--- src/rtl/commonlib_stream_demux_pkg.sv ---
// Shared definitions for the stream demultiplexer.
//   calc_sw()    : select width for an N-lane demux, max(1, ceil(log2(N)))
//   DROP_W       : width of the saturating dropped-beat counter
//   slot_state_e : occupancy of the single-beat holding register
package commonlib_stream_demux_pkg;

  localparam int DROP_W = 8;

  typedef enum logic {
    ST_EMPTY = 1'b0,
    ST_FULL  = 1'b1
  } slot_state_e;

  function automatic int calc_sw(input int n);
    return (n <= 2) ? 1 : $clog2(n);
  endfunction

endpackage

--- src/rtl/commonlib_stream_demux_slot.sv ---
// Single-beat holding register for the stream demux.
// Ports:
//   CLK, ASYNCRESET     : clock, asynchronous active-high reset
//   in_data/in_sel      : incoming beat payload and destination lane
//   in_valid/in_ready   : input handshake; in_ready depends only on state
//                         and out_ready, never on the input side
//   out_ready[N]        : per-lane ready; only the held lane's bit matters
//   full                : a beat is held
//   held_data/held_sel  : the held beat
//   in_drop             : pulse when an out-of-range beat is accepted
module commonlib_stream_demux_slot
  import commonlib_stream_demux_pkg::*;
#(
  parameter int N     = 3,
  parameter int WIDTH = 8,
  parameter int SW    = calc_sw(N)
) (
  input  logic             CLK,
  input  logic             ASYNCRESET,
  input  logic [WIDTH-1:0] in_data,
  input  logic [SW-1:0]    in_sel,
  input  logic             in_valid,
  output logic             in_ready,
  input  logic [N-1:0]     out_ready,
  output logic             full,
  output logic [WIDTH-1:0] held_data,
  output logic [SW-1:0]    held_sel,
  output logic             in_drop
);

  localparam logic [SW:0] N_EXT = (SW + 1)'(N);

  slot_state_e      state_q, state_d;
  logic [WIDTH-1:0] data_q, data_d;
  logic [SW-1:0]    sel_q, sel_d;

  logic lane_rdy;
  logic in_xfer;
  logic in_ok;
  logic lane_xfer;

  // Ready of the currently held lane; a loop avoids indexing past N when
  // SW can encode more lanes than exist.
  always_comb begin
    lane_rdy = 1'b0;
    for (int k = 0; k < N; k++) begin
      if (sel_q == SW'(k)) lane_rdy = out_ready[k];
    end
  end

  assign in_ready  = (state_q == ST_EMPTY) || lane_rdy;
  assign in_xfer   = in_valid && in_ready;
  assign in_ok     = ({1'b0, in_sel} < N_EXT);
  assign lane_xfer = (state_q == ST_FULL) && lane_rdy;
  assign in_drop   = in_xfer && !in_ok;

  // A new in-range beat always wins: when FULL it can only be accepted
  // alongside a drain, so it replaces the old beat with no bubble.
  // Otherwise a drain empties the slot, including the case where the
  // accepted beat was out of range and discarded.
  always_comb begin
    state_d = state_q;
    data_d  = data_q;
    sel_d   = sel_q;
    if (in_xfer && in_ok) begin
      state_d = ST_FULL;
      data_d  = in_data;
      sel_d   = in_sel;
    end else if (lane_xfer) begin
      state_d = ST_EMPTY;
    end
  end

  always_ff @(posedge CLK or posedge ASYNCRESET) begin
    if (ASYNCRESET) begin
      state_q <= ST_EMPTY;
      data_q  <= '0;
      sel_q   <= '0;
    end else begin
      state_q <= state_d;
      data_q  <= data_d;
      sel_q   <= sel_d;
    end
  end

  assign full      = (state_q == ST_FULL);
  assign held_data = data_q;
  assign held_sel  = sel_q;

endmodule

--- src/rtl/commonlib_stream_demux.sv ---
// One-to-N stream demultiplexer with a single-beat holding register.
// A beat accepted on the input appears on lane in_sel the next cycle.
// Beats with in_sel >= N are accepted, discarded and counted.
// Ports:
//   CLK, ASYNCRESET      : clock, asynchronous active-high reset
//   in_data/in_sel       : input beat and destination lane index
//   in_valid/in_ready    : input handshake
//   out_data[N*WIDTH]    : lane k at [k*WIDTH +: WIDTH]; all lanes carry
//                          the held payload
//   out_valid/out_ready  : per-lane handshake
//   drop_count           : saturating count of out-of-range beats
module commonlib_stream_demux
  import commonlib_stream_demux_pkg::*;
#(
  parameter int N     = 3,
  parameter int WIDTH = 8,
  localparam int SW   = calc_sw(N)
) (
  input  logic               CLK,
  input  logic               ASYNCRESET,
  input  logic [WIDTH-1:0]   in_data,
  input  logic [SW-1:0]      in_sel,
  input  logic               in_valid,
  output logic               in_ready,
  output logic [N*WIDTH-1:0] out_data,
  output logic [N-1:0]       out_valid,
  input  logic [N-1:0]       out_ready,
  output logic [DROP_W-1:0]  drop_count
);

  function automatic logic [DROP_W-1:0] sat_inc(input logic [DROP_W-1:0] v);
    return (&v) ? v : v + 1'b1;
  endfunction

  logic             full;
  logic [WIDTH-1:0] held_data;
  logic [SW-1:0]    held_sel;
  logic             in_drop;

  logic [DROP_W-1:0] drop_q, drop_d;

  commonlib_stream_demux_slot #(
    .N     (N),
    .WIDTH (WIDTH),
    .SW    (SW)
  ) u_slot (
    .CLK        (CLK),
    .ASYNCRESET (ASYNCRESET),
    .in_data    (in_data),
    .in_sel     (in_sel),
    .in_valid   (in_valid),
    .in_ready   (in_ready),
    .out_ready  (out_ready),
    .full       (full),
    .held_data  (held_data),
    .held_sel   (held_sel),
    .in_drop    (in_drop)
  );

  // Lane decode: one-hot valid on the held lane only.
  always_comb begin
    out_valid = '0;
    for (int k = 0; k < N; k++) begin
      out_valid[k] = full && (held_sel == SW'(k));
    end
  end

  assign out_data = {N{held_data}};

  always_comb begin
    drop_d = drop_q;
    if (in_drop) drop_d = sat_inc(drop_q);
  end

  always_ff @(posedge CLK or posedge ASYNCRESET) begin
    if (ASYNCRESET) drop_q <= '0;
    else            drop_q <= drop_d;
  end

  assign drop_count = drop_q;

endmodule

--- config.mk ---
export PLATFORM = sky130hd
export DESIGN_NAME = commonlib_stream_demux
export DESIGN_NICKNAME = d
export VERILOG_FILES = /design/src/rtl/commonlib_stream_demux_pkg.sv /design/src/rtl/commonlib_stream_demux_slot.sv /design/src/rtl/commonlib_stream_demux.sv
export SDC_FILE = /design/constraint.sdc
export NUM_CORES = 1
export LEC_CHECK = 0
export ABC_AREA = 1
export BUFFER_PORTS_ARGS = -buffer_cell sky130_fd_sc_hd__buf_2
export CAP_MARGIN = 20
export CORE_MARGIN = 2
export CORE_UTILIZATION = 30
export CTS_BUF_LIST = sky130_fd_sc_hd__clkbuf_4
export DETAILED_ROUTE_END_ITERATION = 10
export GPL_TIMING_DRIVEN = 0
export HOLD_SLACK_MARGIN = 0.12
export RECOVER_POWER = 25
export SETUP_SLACK_MARGIN = 0.2
export SYNTH_ARGS = -nofsm -noshare
export SYNTH_HDL_FRONTEND = slang
export SYNTH_SLANG_ARGS = --single-unit
--- constraint.sdc ---
create_clock -name CLK -period 1.7 [get_ports CLK]
set_clock_uncertainty 0.05 [all_clocks]
set_input_delay 0.255 -clock CLK [delete_from_list [all_inputs] [get_ports CLK]]
set_output_delay 0.255 -clock CLK [all_outputs]
set_load 0.01 [all_outputs]
# Yosys cells after proc, flatten, opt, wreduce, memory -nomap -nowiden
# Index checks and enable logic that the tools add are counted.
totals:
  latchBits: 0
  out_inout_bits: 36
  word_cells: 28
  input_bits: 16
  ramBits: 0
  regBits: 19
  romBits: 0
  n_memories: 0
classes:
  bitwise_logic: 2
  muxes: 5
  n_shift: 0
  div: 0
  eq_ne: 2
  order_cmp: 1
  addsub: 1
  reduce_logical: 13
  n_mul: 0
op_table:
  columns: ["op", "n"]
  rows:
  - ["8-bit by 1-bit adder with 8-bit output, second input constant", 1]
  - ["8-bit AND reduction", 1]
  - ["1-bit logical AND", 7]
  - ["1-bit 2-to-1 mux", 5]
  - ["2-bit by 1-bit == test with 1-bit output, second input constant", 1]
  - ["2-bit == test, second input constant", 1]
  - ["2-bit logical NOT", 1]
  - ["2-bit less-than comparator, second input constant", 1]
  - ["1-bit NOT", 2]
  - ["2-bit AND reduction", 1]
  - ["2-bit nonzero test", 1]
  - ["1-bit logical NOT", 1]
  - ["1-bit logical OR", 1]

# Depth between registers and ports, before layout
logic_depth:
  depth_word: 8
  mapped_depth: 9
  ltp_nobuf: 8

# Hierarchy
# A second synthesis with hierarchy kept.
unflattened:
  hier_cells: 148
  hier_area_um2: 1132.3
by_module_without_submodules:
  columns: ["module", "seq_area_each_um2", "area_each_um2", "instances", "cells_each"]
  rows:
  - ["commonlib_stream_demux", 200.2, 616.8, 1, 87]
  - ["commonlib_stream_demux_slot", 275.3, 515.5, 1, 61]

# Worst setup path after synthesis
# Ideal clock, no wire load.
synth_path:
  path_type: "reg2reg"
  from: "register drop_q[0], in the netlist drop_count[0]"
  to: "register drop_q[0], in the netlist drop_count[0]"
  period_less_slack_ns: 1.473
  n_path_buf: 0
  t_arrival_ns: 1.306
  setup_slack_ns: 0.227
  path_stages_with_launch: 8
  setup_ns: 0.117
  required_ns: 1.533
  path_cell_list: "dfrtp_1 -> ha_1 -> inv_1 -> nor2_2 -> a21oi_4 -> nand3_2 -> nand2_1 -> nand2_1"
synth_via:
  elab_chain_len: 3
  elab_cells_between_ends: 4
  classes_between: "1 x add/sub; 1 x bitwise; 2 x reduce/logical"
synth_lines:
  columns: ["element", "line", "rtl"]
  rows:
  - ["start, declared", "commonlib_stream_demux.sv:40", "logic [DROP_W-1:0] drop_q, drop_d;"]
  - ["start signal, assigned", "commonlib_stream_demux.sv:77", "else drop_q <= drop_d;"]
  - ["parallel branches: the longest is 3 deep, another holds 8-bit by 1-bit adder with 8-bit output", null, null]
# Several ways; the timed one is not identified.
# A chain may end at the register's enable or synchronous reset.

# Worst setup path in the final report
layout_path:
  from: "register u_slot.sel_q[0], in the netlist u_slot.held_sel[0]"
  to: "output out_valid[2]"
layout_via:
  elab_chain_len: 2
layout_lines:
  columns: ["element", "line", "rtl"]
  rows:
  - ["start, declared", "commonlib_stream_demux_slot.sv:35", "logic [SW-1:0] sel_q, sel_d;"]
  - ["start signal, assigned", "commonlib_stream_demux_slot.sv:82", "sel_q <= sel_d;"]
  - ["2-bit == test", "commonlib_stream_demux.sv:64", "out_valid[k] = full && (held_sel == SW'(k));"]
  - ["1-bit logical AND", "commonlib_stream_demux.sv:64", null]
  - ["end, declared", "commonlib_stream_demux.sv:26", "output logic [N-1:0] out_valid,"]
# No other way between the ends.

==> reports/results.txt <==
Seq pwr share -> 29.8%
CTS Buffer Depth -> 2
synthesized instance count -> 147
nets -> 236
non-filler cells, final -> 268
initial antenna violation count -> 0
final wirelength -> 2.77 mm
Max Fclk -> 0.672 GHz
Final Hold Fails -> 0
Crit Path Max Fanout -> 5
critical path depth in cells -> 3
Die X -> 67.9 µm
max cap viols -> 0
largest net degree at the start of global routing -> 20
Final setup viols -> 0
antenna cells -> 0
sequential share of the synthesized area -> 38.9%
Post-DRT Antenna Nets -> 0
Core Region -> 0.00397 mm²
number of global-route vias before repair -> 957
leading cell type in the layout, fill and taps excluded -> nand2_1
CTS tree -> done
gr usage total -> 12.1%
Reg clk slew, reported paths -> 110 ps
initial core utilization -> 30.8%
r2r worst-path depth -> 10
DP HPWL -> 1.91 mm
die height -> 67.9 µm
final slew viol count -> 0
port bufs -> 51
row count -> 23
Worst-Margin Slew -> 715 ps
via count -> 1143
DRC errors left -> 0
first-pass GRT wire length -> 4.28 mm
WS Path Type -> reg2out
DR pass1 iterations -> 4
largest area contributor in the netlist -> dfrtp_1
slowest CP cell -> dfrtp_2
share of layout cells above drive strength 1 -> 47.2%
cell chosen for the clock root -> clkbuf_4
Skew-Pair Late Insertion Delay -> 290 ps
crit path DAT -> 1180 ps
critical path required time -> 1390 ps
Yosys reg bits -> 19
switching share of total power -> 41.6%
min cycle time layout -> 1490 ps
CP top delay family -> flip-flops
Mapped Area -> 0.00122 mm²
most frequent cells in the layout -> nand2_1 (51), buf_2 (37), buf_4 (23), dfrtp_1 (17), clkbuf_1 (13)
fin crit share -> 87.6%
CTS Sinks -> 19
Synth cell types -> 23
dpl ws -> 56.3 ps
Hold Worst Slack -> 130 ps
maximum vdd ir drop -> 0.704 mV
TritonCTS Buffers -> 3
combinational group share of total power -> 62.1%
peak per-stage delay on the critical path -> 460 ps
vias per cell -> 4.26
syn avg cell area -> 8.32 µm²
placed cells -> 248
largest cells by area after synthesis -> dfrtp_1 (39%), nand2_1 (16%), buf_4 (10%)
Syn Nets -> 164
CP Buf/Inv Count -> 2
GRT overflow -> 0
slew margin rel. -> 52.3%
RSZ-0062 raised after global routing -> yes
wire length per cell -> 10.3 µm
yosys warns -> 0
Clk pwr share -> 8.1%
sw power -> 1.16 mW
1st-iter DRT viols -> 45
Int Power -> 1.62 mW
io pins -> 52
CP Launch Type -> flop
area of the die -> 0.00461 mm²
routability cong. -> 0.750
synth-to-layout area growth -> 44.4%
CP Capture Type -> output port
setup ws final -> 211 ps
H-tree depth -> 1
Reg2Reg Setup Slack -> 290 ps
Leak Pwr -> 0.940 nW
Setup TNS -> 0 ps
hold depth -> 3
crit-path cells -> buf_6 > nor3_2 > buf_2
Worst Hold Class -> in2reg
top-area cell type share of the netlist area -> 38.9%
status -> finished clean
Cell Pwr Density -> 1570 mW/mm²
Total Power -> 2.78 mW
per-stage QoR:
stage          area (µm²)  utilization [%]
5_1_grt              1770             44.5
6_report             1770             44.5
4_1_cts              1660             41.9
2_1_floorplan        1220                -
3_5_place_dp         1540             38.8
3_3_place_gp         1540             38.8
sequential cells by signal (all words and copies together), names as in the netlist:
register / count
drop_count: 8
u_slot.held_data: 8
u_slot.held_sel: 2
u_slot.full: 1
cells by family (layout without fill, tap and decap cells):
logic type / Yosys count / count (layout) / share of synthesized area, %
xor gates and xnor gates: 3 / 3 / 2.15
buffers and inverters: 30 / 101 / 16.4
AOI/OAI and AO/OA: 4 / 4 / 2.86
DFF: 19 / 19 / 38.9
and+or+nand+nor: 90 / 90 / 38.8
adders and majority gates: 1 / 1 / 1.02
Yosys cell counts (all sizes together):
master and number:
inv 11, nor2 8, nor3 3, a21oi 2, o21ai 2, xor2 2
dfrtp 19, xnor2 1, nand3b 1, nand2 54, buf 19, nand3 24
ha 1
final cells by class:
class                      count  area [µm²]
clock buffer                   3        22.5
fill                         405        2200
buffer                        19         163
clock inverter                 1        5.00
timing repair buffer          67         402
multi-input combinational     98         593
tap                           50        62.6
sequential                    19         478
inverter                      11        41.3
path summary, 6_finish.rpt:
path	startpoint	to
setup / recovery	u_slot.held_sel[0]	out_valid[2]
hold / removal	in_data[1]	u_slot.held_data[1]
setup reg to reg	u_slot.held_sel[1]	u_slot.held_data[7]
hold reg to reg	u_slot.held_data[7]	u_slot.held_data[7]
max in group asynchronous	ASYNCRESET	u_slot.held_sel[0]
min in group asynchronous	ASYNCRESET	u_slot.held_data[0]
metal layers:
metal	part of all wire (%)	routed length, µm	global-route usage [%]	up-vias
met4	0.36	10	1.50	0
met3	6.2	172	3.45	2
met2	47	1300	20.2	35
met1	46	1280	15.9	519
li1	-	-	-	587
met5	0	0	0	-
timing repair:
| item | CTS | global route |
|---|---|---|
| cloned | 0 | 1 |
| hold buffers | 4 | 1 |
| pin swaps | 2 | 3 |
| endpoints found under the hold margin | 22 | 1 |
| setup endpoints to repair | 9 | 23 |
| gates resized for setup | 3 | 16 |
| setup buffers | 5 | 5 |
worst register-to-register path, cell delays in order (launching register included):
cell,delay (ps)
dfrtp_2,470
inv_2,70
nand3_1,70
nand2_2,90
inv_2,40
nand2_4,50
buf_4,130
nand3_4,80
buf_6,150
nand2_1,50
nand2_1,50
power groups by stage:
stage / Combinational (mW) / Clock (mW) / Sequential [mW]
global route: 1.91 / 0.258 / 0.863
finish: 1.73 / 0.225 / 0.828
floorplan: 0.929 / 0 / 0.863
CTS: 1.57 / 0.240 / 0.818
global placement: 1.43 / 0 / 0.824
detailed placement: 1.45 / 0 / 0.829
No activity file was read; power rests on OpenSTA's default activity.
